File: src/rtl/ups_drp_adc_if.sv
// DRP register bus between a host (master) and the ups_drp_adc block (slave).
//   den    request strobe, one cycle per transaction
//   daddr  7-bit register address
//   di     16-bit write data
//   dwe    write enable, qualifies den
//   drdy   one-cycle response strobe
//   dout   16-bit read data, zero outside drdy (the DRP name "do" is a reserved word)
interface ups_drp_adc_if;
  logic        den;
  logic [6:0]  daddr;
  logic [15:0] di;
  logic        dwe;
  logic        drdy;
  logic [15:0] dout;

  modport master (
    output den,
    output daddr,
    output di,
    output dwe,
    input  drdy,
    input  dout
  );

  modport slave (
    input  den,
    input  daddr,
    input  di,
    input  dwe,
    output drdy,
    output dout
  );
endinterface

File: src/rtl/ups_drp_adc.sv
// Periodic SPI ADC sampler with a DRP status/config register port.
//
// A free-running timer requests a 16-bit SPI mode-0 frame every CONV_PERIOD clocks. The low
// 12 bits of each frame are stored, left-justified, in the status register at address CHANNEL.
// Config registers 0-2 live at 7'h40-7'h42; bit 15 of config 0 inhibits new conversions.
//
// Ports:
//   clk, rst_n        clock (rising edge) and synchronous active-low reset
//   drp               DRP slave (den/daddr/di/dwe in, drdy/dout out)
//   busy              high from chip-select setup through the DONE cycle
//   channel           channel of the last completed conversion
//   eoc, eos          one-cycle end-of-conversion / end-of-sequence pulses
//   spi_cs_n, spi_sclk, spi_miso   external ADC SPI link
//
// Build option: define UPS_DRP_ADC_AVG_EN to store a running average of the last four raw
// results instead of each raw result.
module ups_drp_adc #(
  parameter int unsigned CLK_DIV     = 4,
  parameter int unsigned CONV_PERIOD = 1000,
  parameter logic [4:0]  CHANNEL     = 5'h11,
  parameter int unsigned DRP_LAT     = 2
) (
  input  logic         clk,
  input  logic         rst_n,
  ups_drp_adc_if.slave drp,
  output logic         busy,
  output logic [4:0]   channel,
  output logic         eoc,
  output logic         eos,
  output logic         spi_cs_n,
  output logic         spi_sclk,
  input  logic         spi_miso
);

  localparam int unsigned       TimerW     = (CONV_PERIOD > 1) ? $clog2(CONV_PERIOD) : 1;
  localparam logic [TimerW-1:0] TimerLast  = TimerW'(CONV_PERIOD - 1);
  localparam logic [7:0]        DivLast    = 8'(CLK_DIV - 1);
  localparam logic [3:0]        LatLast    = 4'(DRP_LAT - 1);
  localparam logic [6:0]        AddrResult = {2'b00, CHANNEL};

  typedef enum logic [2:0] {
    StIdle,
    StCsSetup,
    StShift,
    StCsHold,
    StDone
  } state_e;

  state_e            state_q, state_d;
  logic [7:0]        div_q, div_d;
  logic [3:0]        bit_q, bit_d;
  logic              sclk_q, sclk_d;
  logic              cs_n_q, cs_n_d;
  logic [11:0]       shift_q, shift_d;
  logic [TimerW-1:0] timer_q;
  logic              timer_wrap;
  logic              hold;
  logic              conv_start;

  logic [15:0]       stat_q;
  logic [4:0]        chan_q;
  logic              eoc_q;
  logic [15:0]       cfg_q [3];

  logic              pend_q;
  logic [3:0]        lat_q;
  logic [15:0]       resp_q;
  logic              accept;
  logic              drdy;
  logic [15:0]       rd_data;

  logic [11:0]       raw;
  logic [11:0]       res;

  // ---------------------------------------------------------------------------------------------
  // Conversion timer: wraps every CONV_PERIOD cycles regardless of whether the wrap is used.
  // ---------------------------------------------------------------------------------------------
  assign timer_wrap = (timer_q == TimerLast);
  assign hold       = cfg_q[0][15];
  assign conv_start = timer_wrap && !busy && !hold;

  always_ff @(posedge clk) begin
    if (!rst_n) begin
      timer_q <= '0;
    end else if (timer_wrap) begin
      timer_q <= '0;
    end else begin
      timer_q <= timer_q + TimerW'(1);
    end
  end

  // ---------------------------------------------------------------------------------------------
  // SPI frame FSM
  // ---------------------------------------------------------------------------------------------
  always_comb begin
    state_d = state_q;
    div_d   = div_q;
    bit_d   = bit_q;
    sclk_d  = sclk_q;
    shift_d = shift_q;
    unique case (state_q)
      StIdle: begin
        if (conv_start) begin
          state_d = StCsSetup;
          div_d   = '0;
        end
      end
      StCsSetup: begin
        if (div_q == DivLast) begin
          state_d = StShift;
          div_d   = '0;
          bit_d   = '0;
        end else begin
          div_d = div_q + 8'd1;
        end
      end
      StShift: begin
        if (div_q == DivLast) begin
          div_d = '0;
          if (!sclk_q) begin
            // Rising SCLK edge: sample MISO. Only the last 12 bits survive the shift, which
            // drops frame bits [15:12] without extra logic.
            sclk_d  = 1'b1;
            shift_d = {shift_q[10:0], spi_miso};
          end else begin
            sclk_d = 1'b0;
            if (bit_q == 4'd15) begin
              state_d = StCsHold;
            end else begin
              bit_d = bit_q + 4'd1;
            end
          end
        end else begin
          div_d = div_q + 8'd1;
        end
      end
      StCsHold: begin
        if (div_q == DivLast) begin
          state_d = StDone;
          div_d   = '0;
        end else begin
          div_d = div_q + 8'd1;
        end
      end
      StDone: begin
        state_d = StIdle;
      end
      default: begin
        state_d = StIdle;
      end
    endcase
  end

  // Chip select is registered from the next state so the pin never glitches on decode.
  assign cs_n_d = !(state_d inside {StCsSetup, StShift, StCsHold});

  always_ff @(posedge clk) begin
    if (!rst_n) begin
      state_q <= StIdle;
      div_q   <= '0;
      bit_q   <= '0;
      sclk_q  <= 1'b0;
      cs_n_q  <= 1'b1;
      shift_q <= '0;
    end else begin
      state_q <= state_d;
      div_q   <= div_d;
      bit_q   <= bit_d;
      sclk_q  <= sclk_d;
      cs_n_q  <= cs_n_d;
      shift_q <= shift_d;
    end
  end

  // ---------------------------------------------------------------------------------------------
  // Result path
  // ---------------------------------------------------------------------------------------------
  assign raw = shift_q;

`ifdef UPS_DRP_ADC_AVG_EN
  logic [11:0] hist_q [3];
  logic [13:0] sum;

  assign sum = 14'(raw) + 14'(hist_q[0]) + 14'(hist_q[1]) + 14'(hist_q[2]);
  assign res = 12'(sum >> 2);

  always_ff @(posedge clk) begin
    if (!rst_n) begin
      for (int i = 0; i < 3; i++) begin
        hist_q[i] <= '0;
      end
    end else if (state_q == StDone) begin
      hist_q[0] <= raw;
      hist_q[1] <= hist_q[0];
      hist_q[2] <= hist_q[1];
    end
  end
`else
  assign res = raw;
`endif

  always_ff @(posedge clk) begin
    if (!rst_n) begin
      stat_q <= '0;
      chan_q <= '0;
      eoc_q  <= 1'b0;
    end else begin
      eoc_q <= (state_q == StDone);
      if (state_q == StDone) begin
        stat_q <= {res, 4'b0000};
        chan_q <= CHANNEL;
      end
    end
  end

  // ---------------------------------------------------------------------------------------------
  // DRP port. Read data is captured from the pre-edge register values, so a result stored on
  // the same edge is not seen by that read. The response counts as pending up to and
  // including its drdy cycle.
  // ---------------------------------------------------------------------------------------------
  always_comb begin
    rd_data = '0;
    if (drp.daddr == AddrResult) begin
      rd_data = stat_q;
    end else if (drp.daddr == 7'h40) begin
      rd_data = cfg_q[0];
    end else if (drp.daddr == 7'h41) begin
      rd_data = cfg_q[1];
    end else if (drp.daddr == 7'h42) begin
      rd_data = cfg_q[2];
    end
  end

  assign accept = drp.den && !pend_q;

  always_ff @(posedge clk) begin
    if (!rst_n) begin
      pend_q <= 1'b0;
      lat_q  <= '0;
      resp_q <= '0;
      for (int i = 0; i < 3; i++) begin
        cfg_q[i] <= '0;
      end
    end else if (accept) begin
      pend_q <= 1'b1;
      lat_q  <= LatLast;
      resp_q <= drp.dwe ? 16'h0000 : rd_data;
      if (drp.dwe) begin
        if (drp.daddr == 7'h40) begin
          cfg_q[0] <= drp.di;
        end else if (drp.daddr == 7'h41) begin
          cfg_q[1] <= drp.di;
        end else if (drp.daddr == 7'h42) begin
          cfg_q[2] <= drp.di;
        end
      end
    end else if (pend_q) begin
      if (lat_q == 4'd0) begin
        pend_q <= 1'b0;
      end else begin
        lat_q <= lat_q - 4'd1;
      end
    end
  end

  assign drdy     = pend_q && (lat_q == 4'd0);
  assign drp.drdy = drdy;
  assign drp.dout = drdy ? resp_q : 16'h0000;

  // ---------------------------------------------------------------------------------------------
  // Outputs
  // ---------------------------------------------------------------------------------------------
  assign busy     = (state_q != StIdle);
  assign channel  = chan_q;
  assign eoc      = eoc_q;
  assign eos      = eoc_q;
  assign spi_cs_n = cs_n_q;
  assign spi_sclk = sclk_q;

endmodule

File: src/flat_wrapper.sv
// flat-port wrapper written by rule: the top's interface ports become plain ports
module ups_drp_adc_flat 
#(
  parameter int unsigned CLK_DIV     = 4,
  parameter int unsigned CONV_PERIOD = 1000,
  parameter logic [4:0]  CHANNEL     = 5'h11,
  parameter int unsigned DRP_LAT     = 2
)
  (clk, rst_n, busy, channel, eoc, eos, spi_cs_n, spi_sclk, spi_miso, drp_den, drp_daddr, drp_di, drp_dwe, drp_drdy, drp_dout);
  ups_drp_adc_if drp_i ();
  input  logic clk;
  input  logic rst_n;
  output logic busy;
  output logic [4:0] channel;
  output logic eoc;
  output logic eos;
  output logic spi_cs_n;
  output logic spi_sclk;
  input  logic spi_miso;
  input wire logic [$bits(drp_i.den)-1:0] drp_den;
  input wire logic [$bits(drp_i.daddr)-1:0] drp_daddr;
  input wire logic [$bits(drp_i.di)-1:0] drp_di;
  input wire logic [$bits(drp_i.dwe)-1:0] drp_dwe;
  output wire logic [$bits(drp_i.drdy)-1:0] drp_drdy;
  output wire logic [$bits(drp_i.dout)-1:0] drp_dout;
  assign drp_i.den = drp_den;
  assign drp_i.daddr = drp_daddr;
  assign drp_i.di = drp_di;
  assign drp_i.dwe = drp_dwe;
  assign drp_drdy = drp_i.drdy;
  assign drp_dout = drp_i.dout;
  ups_drp_adc #(.CLK_DIV(CLK_DIV), .CONV_PERIOD(CONV_PERIOD), .CHANNEL(CHANNEL), .DRP_LAT(DRP_LAT)) u_core (.clk(clk), .rst_n(rst_n), .drp(drp_i), .busy(busy), .channel(channel), .eoc(eoc), .eos(eos), .spi_cs_n(spi_cs_n), .spi_sclk(spi_sclk), .spi_miso(spi_miso));
endmodule
File: config.mk
export PLATFORM = sky130hd
export DESIGN_NAME = ups_drp_adc_flat
export DESIGN_NICKNAME = d
export VERILOG_FILES = /design/src/rtl/ups_drp_adc_if.sv /design/src/rtl/ups_drp_adc.sv /design/src/flat_wrapper.sv
export SDC_FILE = /design/constraint.sdc
export NUM_CORES = 1
export LEC_CHECK = 0
export CAP_MARGIN = 25
export CELL_PAD_IN_SITES_DETAIL_PLACEMENT = 1
export CELL_PAD_IN_SITES_GLOBAL_PLACEMENT = 1
export CORE_ASPECT_RATIO = 0.9
export CORE_MARGIN = 4
export CORE_UTILIZATION = 40
export DETAILED_ROUTE_END_ITERATION = 8
export DONT_BUFFER_PORTS = 1
export GPL_ROUTABILITY_DRIVEN = 1
export PLACE_DENSITY_LB_ADDON = 0.1
export RECOVER_POWER = 50
export SLEW_MARGIN = 0
export SYNTH_ARGS = -nofsm -noshare
export SYNTH_HDL_FRONTEND = slang
export SYNTH_SLANG_ARGS = --single-unit
File: constraint.sdc
create_clock -name clk -period 4.6 [get_ports clk]
set_input_delay 0.92 -clock clk [delete_from_list [all_inputs] [get_ports clk]]
set_output_delay 0.92 -clock clk [all_outputs]
set_load 0.05 [all_outputs]
## After elaboration in Yosys (flattened, before gate mapping)

Memories as Yosys holds them, arrays and structs flattened.
Cells that the tools add are included.

- RAM bits: 48
- Memories: 1
- Input bits: 28
- Word-level logic and storage cells: 119
- Register bits after elaboration: 74

- Bitwise logic cells: 6
- Mux-type cells: 50
- Eq/ne operators: 20
- Reduce and logical (&&, ||, !) cells: 24
- Add/sub/neg operators: 4

Memories:

| name | depth | width | rd ports | clocked after Yosys merged registers in | write ports | line | source |
|---|---|---|---|---|---|---|---|
| u_core.cfg_q | 3 | 16 | 3 | 0 | 3 | ups_drp_adc.sv:63 | `logic [15:0] cfg_q [3];` |

Operator list:

| cell | number |
|---|---|
| $mux 16 | 9 |
| $mux 1 | 26 |
| $eq 7x7->1 const B | 3 |
| $mux 3 | 6 |
| $mux 4 | 4 |
| $mux 8 | 2 |
| $pmux 8 s2 | 1 |
| $eq 3x2->1 const B | 4 |
| $pmux 3 s4 | 1 |
| $add 10x1->10 const B | 1 |
| $eq 10x10->1 const B | 1 |
| $ne 2x1->1 const B | 5 |
| $add 8x1->8 const B | 1 |
| $eq 8x2->1 const B | 1 |
| $pmux 4 s2 | 1 |
| $reduce_and 2->1 | 4 |
| $eq 7x5->1 const B | 1 |
| $eq 3x1->1 const B | 2 |
| $reduce_bool 2->1 | 3 |
| $reduce_bool 3->1 | 2 |
| $reduce_and 5->1 | 1 |
| $add 4x1->4 const B | 1 |
| $eq 4x4->1 const B | 1 |
| $logic_and 1x1->1 | 4 |
| other kinds (11) | 19 |

## Longest topological paths before layout

Gate-level depths: netlist of the first run.

- Depth after elaboration: 9
- Depth in mapped cells: 7
- Mapped depth without buffers: 6

## Worst setup path after synthesis of the first run

Ideal clock, no wire load.

- Path kind: input to register
- From: input drp_daddr[3]
- To: memory u_core.cfg_q[0][0], enable pin
- Library setup time: 0.414 ns
- Data required time: 4.186 ns
- Arrival: 3.138 ns
- Path slack: 1.047 ns
- Stages on the path: 3
- Path through: or3_1 > or4_4 > o31ai_1

RTL lines:

| what | line | source |
|---|---|---|
| start: declaration | flat_wrapper.sv:21 | `input wire logic [$bits(drp_i.daddr)-1:0] drp_daddr;` |
| end: declaration | ups_drp_adc.sv:63 |  |

## Final worst setup path of the first run

- From: register u_core.lat_q[0]
- To: output drp_dout[4]

- Cells in the longest elaborated chain, start to end: 3

Ends and longest elaborated chain:

| what | line | source |
|---|---|---|
| start: declaration | ups_drp_adc.sv:66 | `logic [3:0] lat_q;` |
| start signal: assignment | ups_drp_adc.sv:246 | `lat_q <= LatLast;` |
| start signal: assignment | ups_drp_adc.sv:261 | `lat_q <= lat_q - 4'd1;` |
| $logic_not 4->1 | ups_drp_adc.sv:266 | `assign drdy = pend_q && (lat_q == 4'd0);` |
| $logic_and 1x1->1 | ups_drp_adc.sv:266 |  |
| $mux 16 | ups_drp_adc.sv:268 | `assign drp.dout = drdy ? resp_q : 16'h0000;` |
| end: declaration | flat_wrapper.sv:25 | `output wire logic [$bits(drp_i.dout)-1:0] drp_dout;` |

Every way passes these cells.

==> results.json, run 1 <==
{
  "outcome": "finished, violations left",
  "violations": "capacitance limit, slew limit",
  "io_buffers": 0,
  "seq_area_frac_synth_pct": 56.3,
  "fin_skew_ns": 0.00831,
  "die-area_um2": 14900,
  "core-area_um2": 12700,
  "fin_crit_sh_pct": 84.6,
  "synth.top_cells.by_area": "dfxtp_1 (29%), edfxtp_1 (28%), nand2_1 (5.9%), a21oi_1 (4.8%), and2_1 (4.3%)",
  "whs_path_depth": 2,
  "dr.pass1.iters": 4,
  "power_density_nw_per_um2": 434,
  "finalHoldViolCount": 0,
  "totalNegativeSetupSlack_ns": 0,
  "grt_pass1_vias": 3973,
  "p_seq_share_pct": 45.1,
  "switching_share_pct": 21.9,
  "hpwlAfterDp_um": 8970,
  "cts_tree": "yes",
  "synth_edf_count": 48,
  "cp_data_required_time_ns": 3.68,
  "wl_um": 13100,
  "cts.sinks": 122,
  "start_util_pct": 40.9,
  "synth_top_flop_cell": "dfxtp_1",
  "fin_util_pct": 46.4,
  "rows": 39,
  "dpl_cell_area_um2": 5330,
  "cts_setup_buffers": 0,
  "grt_pass1_wl_um": 21000,
  "worstRegToRegCells": 4,
  "max_freq_mhz": 257,
  "cts_resized": 0,
  "fill_cells": 1417,
  "cp_max_fo": 18,
  "root_buffer": "clkbuf_16",
  "dieHeight_um": 116,
  "grt_use_total_pct": 18.6,
  "netlist.area_leader.share_pct": 28.6,
  "synth.avg_cell_area_um2": 9.86,
  "overflow": 0,
  "clk_pin_slew_worst_paths_ns": 0.05,
  "syn_area_um2": 5190,
  "cts_max_path_buffers": 2,
  "post_synth_num_cell_types": 52,
  "cts_buffers": 17,
  "gp_congestion": 0.750,
  "tightest_slew_ns": 1.80,
  "maxCapViolCount": 2,
  "hold_path.class": "reg -> reg",
  "yosysTopAreaCell": "dfxtp_1",
  "hold_buffers": 0,
  "worst-setup-path-type": "reg -> out",
  "relSlewSlack_pct": -21.0,
  "setup_viol": 0,
  "ys_ff_latch": 122,
  "boundaryPins": 55,
  "endpoint_kind": "primary output",
  "multi_input_comb_area_um2": 2070,
  "regArea_um2": 2920,
  "power_mw": 2.55,
  "ant_nets": 0,
  "area_delta_synth_final_pct": 13.4,
  "drc_errors": 0,
  "cp_slowest_cell": "nor2_1",
  "rsz0062_at_grt": "false",
  "wl_per_cell_um": 18.7,
  "fin_area_um2": 5880,
  "synth_warnings": 0,
  "drt-initial-drc-count": 168,
  "cts_max_level": 4,
  "async_flop_share_pct": 0,
  "clockPowerShare_pct": 51.2,
  "crit_path_max_incr_delay_ns": 0.93,
  "arrival_ns": 2.97,
  "power.switching_uw": 558,
  "internal-power_mw": 1.99,
  "clock_latency_ns": 0.41,
  "diodes": 0,
  "period_minus_slack_ns": 3.89,
  "drive_above_1_share_pct": 8.58,
  "cp_cell_sequence": "inv_1, ha_1, or3b_2, nor2_1, and2_1",
  "final_max_slew_viol_count": 54,
  "grt_max_degree": 37,
  "vias": 3840,
  "leakage_nw": 2.00,
  "start_kind": "flip-flop",
  "whs_ns": 0.449,
  "die_w_um": 128,
  "synthCells": 526,
  "ir_worst_vdd_v": 0.000268,
  "grt_antenna_before_repair": 1,
  "combPwrFrac_pct": 3.7,
  "fin_nets": 556,
  "vias_per_cell": 5.49
}
-- per-stage QoR --
stage,std cells,worst slack (ns)
6_report,700,0.710
5_1_grt,700,0.556
4_1_cts,700,1.02
3_5_place_dp,668,1.44
3_3_place_gp,667,1.49
2_1_floorplan,528,1.05
-- sequential cells by signal (all words and copies together), names as in the netlist --
register,count
u_core.channel,1
u_core.cfg_q,48
u_core.timer_q,10
u_core.spi_cs_n,1
u_core.bit_q,4
u_core.resp_q,16
u_core.lat_q,4
u_core.raw,12
u_core.state_q,3
u_core.div_q,8
u_core.stat_q,12
u_core.spi_sclk,1
u_core.eoc,1
u_core.pend_q,1
-- synth_stat cells, types with 9 or more instances --
| library cell | number |
|---|---|
| a22oi_1 | 13 |
| edfxtp_1 | 48 |
| and2_1 | 36 |
| nand2_1 | 82 |
| o22a_1 | 12 |
| dfxtp_1 | 74 |
| a21oi_1 | 50 |
| nor2_1 | 27 |
| inv_1 | 9 |
| o21ai_0 | 40 |
| nand3_1 | 11 |
| clkbuf_1 | 21 |
-- power by group through the flow --
stage          combinational [mW]  clock (mW)  sequential [mW]
5_1_grt                     0.105        1.38             1.15
2_1_floorplan              0.0728           0             1.17
6_report                   0.0940        1.31             1.15
3_3_place_gp               0.0938           0             1.17
4_1_cts                    0.0967        1.34             1.15
3_5_place_dp               0.0959           0             1.17
-- worst paths after layout --
kind	from	to	slack [ns]
max	u_core.lat_q[0]	drp_dout[4]	0.71
min	u_core.resp_q[6]	u_core.resp_q[6]	0.45
min reg2reg	u_core.resp_q[6]	u_core.resp_q[6]	0.45
max reg2reg	u_core.pend_q	u_core.cfg_q[0][6]	1.57
-- area by class of cell --
type	count	area share [%]
Clock buffer	22	7.89
Clock inverter	10	2.04
Inverter	9	0.574
Multi-Input combinational cell	364	35.2
Sequential cell	122	49.7
Tap cell	164	3.49
Timing Repair Buffer	9	1.08
-- routing by layer --
layer | vias up | GRT usage, % | part of all wire [%]
met5 | - | 0 | 0.099
met4 | 2 | 6.58 | 1.3
met3 | 16 | 5.76 | 5.8
met2 | 82 | 28.9 | 45
met1 | 1874 | 24.8 | 48
li1 | 1866 | - | -
-- worst max-delay path: cells and delay by family, from the launching register on --
| kind | cells | cell delay, ns |
|---|---|---|
| adders and majority gates | 1 | 0.13 |
| and+or+nand+nor | 3 | 1.99 |
| buffers and inverters | 1 | 0.08 |
| DFF | 1 | 0.33 |
-- placed cells by master, fill, tap and decap left out, types with 4 or more instances in the layout --
master / count
a21oi_1: 49
a22oi_1: 13
and2_0: 4
and2_1: 32
buf_4: 8
clkbuf_1: 4
clkbuf_16: 17
clkinv_4: 4
dfxtp_1: 74
edfxtp_1: 48
ha_1: 5
inv_1: 9
mux2i_1: 4
nand2_1: 82
nand2b_1: 5
nand3_1: 11
nor2_1: 27
nor2b_1: 4
nor3_1: 5
nor4_1: 4
o21ai_0: 40
o22a_1: 12
or3_1: 9
or4_1: 6
xor2_1: 8
-- cell families after synthesis --
family / after synthesis / synth area share, %
AOI/OAI and AO/OA: 133 / 15.7
xor gates and xnor gates: 11 / 1.86
adders and majority gates: 5 / 1.21
buffers and inverters: 42 / 3.55
DFF: 122 / 56.3
muxes: 4 / 0.772
other: 1 / 0.0723
and+or+nand+nor: 208 / 20.6
No activity file was read; power rests on OpenSTA's default activity.
==> inputs of run 2 (changes only) <==
==> constraint.sdc (replaced) <==
create_clock -name clk -period 3.5 [get_ports clk]
set_input_delay 0.7 -clock clk [delete_from_list [all_inputs] [get_ports clk]]
set_output_delay 0.7 -clock clk [all_outputs]
set_load 0.05 [all_outputs]
==> run 2 against run 1 <==
  * The flow now finishes without violations
  * Count of clock-buffer cells in the layout is 2 lower
  * Clock power is 30% higher
  * Combinational power is 37% higher
  * Worst setup slack worse by 0.38 ns
  * Die area stayed put
  * Sequential share of layout area is 0.14 points lower
  * Global-route usage is 0.29 points higher
  * Critical path type unchanged
==> results.json, run 2 (same netlist as run 1, synthesis figures left out) <==
{
  "outcome": "completed",
  "cp_data_required_time_ns": 2.80,
  "final_common_cell": "nand2_1",
  "die_w_um": 128,
  "drive_above_1_share_pct": 8.16,
  "endpoint_kind": "primary output",
  "dieHeight_um": 116,
  "placed_cells_incl_taps": 671,
  "wl_per_cell_um": 19.0,
  "fin_nets": 559,
  "area_delta_synth_final_pct": 13.7,
  "cts_tree": "yes",
  "grt_use_met1_pct": 25.4,
  "hpwlAfterDp_um": 9020,
  "dr.pass1.iters": 5,
  "rsz0062_at_grt": "false",
  "whs_path_depth": 2,
  "boundaryPins": 55,
  "grt_pass1_vias": 3980,
  "use_met3_pct": 6.31,
  "core-area_um2": 12700,
  "die-area_um2": 14900,
  "totalNegativeSetupSlack_ns": 0,
  "ir_worst_vdd_v": 0.000445,
  "wl_um": 13400,
  "io_buffers": 0,
  "overflow": 0,
  "worstRegToRegCells": 4,
  "largest_register": "u_core.cfg_q",
  "top_regs": "u_core.cfg_q (48), u_core.resp_q (16)",
  "start_kind": "flip-flop",
  "worst-setup-path-type": "reg -> out",
  "largest_register_ffs": 48,
  "gp_congestion": 0.755,
  "layout_common_cells": "nand2_1 (82), dfxtp_1 (74), a21oi_1 (50)",
  "vias_per_cell": 5.54,
  "fin_util_pct": 46.5,
  "rows": 39,
  "grt_pass1_wl_um": 21300,
  "cts.sinks": 122,
  "cp_max_fo": 13,
  "max_freq_mhz": 315,
  "cts_setup_buffers": 0,
  "drt-initial-drc-count": 216,
  "vias": 3902,
  "period_minus_slack_ns": 3.17,
  "start_util_pct": 40.9,
  "maxCapViolCount": 0,
  "drc_errors": 0,
  "final_max_slew_viol_count": 0,
  "hold_buffers": 0,
  "cts_max_level": 4,
  "grt_antenna_before_repair": 2,
  "fin_crit_sh_pct": 90.6,
  "finalHoldViolCount": 0,
  "root_buffer": "clkbuf_16",
  "grt_busiest_layer": "met2",
  "setup_viol": 0,
  "leakage_nw": 2.01,
  "clock_latency_ns": 0.42,
  "hold_path.class": "in -> reg",
  "cts_resized": 0,
  "ant_nets": 0,
  "power_density_nw_per_um2": 567,
  "gr-usage-met2_pct": 28.5,
  "arrival_ns": 2.47,
  "cts_buffers": 17,
  "relSlewSlack_pct": 27.7,
  "clk_pin_slew_worst_paths_ns": 0.05,
  "grt_use_total_pct": 18.9,
  "stdcell_count": 704,
  "grt_max_degree": 33,
  "cts_max_path_buffers": 2,
  "fin_skew_ns": 0.00831,
  "tightest_slew_ns": 1.09
}
==> run 2: cell types whose count changed in the layout (fill, tap and decap cells not counted), moves of 2 or more <==
| cell | change |
|---|---|
| clkinv_1 | +5 |
| and2_0 | -2 |
| clkbuf_8 | -2 |
| clkinv_4 | -4 |
| and2_1 | +2 |
| clkbuf_1 | +2 |
==> run 2: final timing paths <==
path / startpoint / end / slack (ns)
setup / recovery: u_core.lat_q[0] / drp_dout[14] / 0.33
hold / removal: spi_miso / u_core.raw[0] / 0.42
setup reg to reg: u_core.pend_q / u_core.cfg_q[0][37] / 0.75
hold reg to reg: u_core.resp_q[7] / u_core.resp_q[7] / 0.45
==> run 2: cell type report <==
type,instances,area [um2]
fillers,1438,6790
flip-flops and latches,122,2920
multi-input cells,364,2090
clock buffers,20,437
well taps,164,205
clock inverters,12,131
repair buffers,12,78.8
inverters,9,33.8
diodes,1,2.50
==> run 2: worst max-delay path, cell delays in order (launching register included) <==
cell	delay, ns
dfxtp_1	0.33
inv_1	0.09
ha_1	0.14
or3b_2	0.50
nor2_2	0.27
buf_4	0.25
and2_1	0.48
==> run 2: power breakdown <==
group	internal [mW]	switching, mW
clock	1.10	0.600
combinational	0.0373	0.0922
sequential	1.50	0.0134
==> run 2: metal layers <==
metal,wire [um],vias up,share of wire (%)
li1,-,1874,-
met4,174,2,1.3
met1,6490,1926,48
met2,5990,85,45
met5,7,-,0.052
met3,757,15,5.6
==> run 2: stage by stage <==
step	total power, mW	hold WS, ns	worst slack [ns]	cell area, um2
after floorplan	1.63	0.417	0.167	5190
after global placement	1.67	0.432	0.833	5350
after detailed placement	1.67	0.445	0.767	5350
after CTS	3.39	0.401	0.298	5920
after global routing	3.47	0.411	0.187	5900
final	3.34	0.423	0.330	5900
==> inputs of run 3 (changes only) <==
--- a/config.mk
+++ b/config.mk
@@ -14,7 +14,8 @@
 export DETAILED_ROUTE_END_ITERATION = 8
 export DONT_BUFFER_PORTS = 1
 export GPL_ROUTABILITY_DRIVEN = 1
-export PLACE_DENSITY_LB_ADDON = 0.1
+export GPL_TIMING_DRIVEN = 0
+export PLACE_DENSITY = 0.7
 export RECOVER_POWER = 50
 export SLEW_MARGIN = 0
 export SYNTH_ARGS = -nofsm -noshare
==> run 3 against run 2 <==
  * Global-route usage is 0.45 points lower
  * First-iteration DRC count stayed put
  * Via count is 1.4% higher
  * Wire length is 1.6% lower
  * Sequential cell count stayed put
  * Core utilization is 0.86 points higher
  * Largest power group unchanged
  * Highest routed layer is now met4
==> results.json, run 3 (same netlist as run 1, synthesis figures left out) <==
{
  "outcome": "completed",
  "final_common_cell": "nand2_1",
  "drt-met1-wl_um": 6170,
  "largest_register_ffs": 48,
  "cp-endpoint": "drp_dout[8]",
  "arrival_ns": 2.62,
  "start_util_pct": 40.9,
  "clockPowerShare_pct": 51.2,
  "grt_antenna_before_repair": 0,
  "cts_tree": "yes",
  "max_freq_mhz": 302,
  "fill_cells": 1450,
  "dieHeight_um": 116,
  "cp_max_fo": 10,
  "p_seq_share_pct": 44.7,
  "grt_pass1_vias": 4073,
  "rows": 39,
  "dr.pass1.iters": 4,
  "setup_viol": 0,
  "vias": 3957,
  "layout_common_cells": "nand2_1 (82), dfxtp_1 (74), a21oi_1 (50)",
  "dp_slack_ns": -0.217,
  "tightest_slew_ns": 0.993,
  "grt_max_degree": 17,
  "leakage_nw": 2.03,
  "relSlewSlack_pct": 33.1,
  "grt_use_total_pct": 18.5,
  "cts_max_path_buffers": 2,
  "cts_max_level": 4,
  "start_kind": "flip-flop",
  "power_density_nw_per_um2": 563,
  "clk_pin_slew_worst_paths_ns": 0.05,
  "combPwrFrac_pct": 4.0,
  "r2r-start": "u_core.pend_q",
  "fin_util_pct": 47.4,
  "boundaryPins": 55,
  "crit_path_max_incr_delay_ns": 0.50,
  "r2r_slack_ns": 0.76,
  "drc_errors": 0,
  "grt_pass1_wl_um": 20900,
  "cts.sinks": 122,
  "cp_cell_sequence": "inv_1, ha_1, or3b_2, nor2_2, clkbuf_4, and2_2",
  "clock_latency_ns": 0.41,
  "reg2reg_to": "u_core.cfg_q[0][38]",
  "wl_um": 13200,
  "cp_data_required_time_ns": 2.80,
  "wl_per_cell_um": 18.2,
  "hold_path.class": "reg -> reg",
  "maxCapViolCount": 0,
  "worst-setup-path-type": "reg -> out",
  "largest_register": "u_core.cfg_q",
  "final_max_slew_viol_count": 0,
  "rsz0062_at_grt": "false",
  "fin_skew_ns": 0.00659,
  "area_delta_synth_final_pct": 15.8,
  "worstRegToRegCells": 5,
  "ir_worst_vdd_v": 0.000442,
  "fin_crit_sh_pct": 94.7,
  "internal-power_mw": 2.65,
  "finalHoldViolCount": 0,
  "io_buffers": 0,
  "endpoint_kind": "primary output",
  "cp_slowest_cell": "or3b_2",
  "hold_buffers": 0,
  "root_buffer": "clkbuf_16",
  "power.switching_uw": 734,
  "fin_nets": 582,
  "top_regs": "u_core.cfg_q (48), u_core.resp_q (16)",
  "hpwlAfterDp_um": 9370,
  "ant_nets": 0,
  "maxUsedRoutingLayer": "met4",
  "die_w_um": 128,
  "diodes": 0,
  "drt-initial-drc-count": 216,
  "setup.worst_path.start": "u_core.lat_q[0]",
  "wl_met2_um": 6160,
  "drive_above_1_share_pct": 9.79,
  "wl_met3_um": 688,
  "overflow": 0,
  "vias_per_cell": 5.45,
  "switching_share_pct": 21.7,
  "core-area_um2": 12700,
  "gp_congestion": 0.767,
  "die-area_um2": 14900,
  "cts_buffers": 17,
  "period_minus_slack_ns": 3.32,
  "layout_setup_ws_ns": 0.185
}
-- run 3: cell count changes in the layout (fill, tap and decap cells not counted), moves of 2 or more --
| cell | change |
|---|---|
| clkbuf_1 | +23 |
| and2_1 | -17 |
| and2_0 | +9 |
| and2_2 | +8 |
| buf_4 | -6 |
| clkinv_1 | -4 |
| clkinvlp_4 | +3 |
| buf_2 | +2 |
| buf_8 | +2 |
-- run 3: how the worst min path moves through the flow --
stage	start	end	slack [ns]	depth (start not counted)
detailed placement	u_core.resp_q[15]	u_core.resp_q[15]	0.44	2
global placement	u_core.resp_q[6]	u_core.resp_q[6]	0.43	2
CTS	spi_miso	u_core.raw[0]	0.43	2
finish	u_core.resp_q[9]	u_core.resp_q[9]	0.44	2
global route	spi_miso	u_core.raw[0]	0.45	2
floorplan	u_core.resp_q[0]	u_core.resp_q[0]	0.42	2
-- run 3: area by class of cell --
cell class	count	area [um2]	share of cell area, %
Buffer	33	141	2.35
Timing Repair Buffer	2	30.0	0.500
Tap cell	164	205	3.42
Inverter	9	33.8	0.562
Multi-Input combinational cell	364	2090	34.8
Clock buffer	19	433	7.21
Clock inverter	13	153	2.54
Sequential cell	122	2920	48.6
-- run 3: timing repair --
item,CTS,global route
setup endpoints to repair,9,8
resized for setup,10,2
setup buffers,0,0
-- run 3: power groups by stage --
stage,sequential [mW],clock (mW),combinational [mW]
after floorplan,1.54,0,0.0957
after global placement,1.54,0,0.128
after detailed placement,1.54,0,0.138
after CTS,1.51,1.77,0.140
after global routing,1.52,1.84,0.153
final,1.51,1.73,0.137
-- run 3: through the flow --
step / instance area [um2] / TNS, ns / hold slack [ns] / power [mW] / std cells
global route: 6010 / 0 / 0.449 / 3.50 / 726
finish: 6010 / 0 / 0.443 / 3.38 / 726
detailed placement: 5450 / -1.70 / 0.437 / 1.68 / 694
CTS: 6050 / 0 / 0.428 / 3.43 / 726
floorplan: 5190 / 0 / 0.417 / 1.63 / 528
global placement: 5400 / -42.90 / 0.427 / 1.67 / 692
-- run 3: routing by layer --
layer,up-vias,track usage [%]
li1,1909,-
met1,1945,23.9
met2,90,28.8
met3,13,6.59
met4,0,6.65
met5,-,0
-- run 3: critical path, delay by kind of cell, from the launching register on --
| family | cells | cell delay [ns] |
|---|---|---|
| DFF | 1 | 0.34 |
| and+or+nand+nor | 3 | 1.25 |
| adders and majority gates | 1 | 0.14 |
| buffers and inverters | 2 | 0.49 |
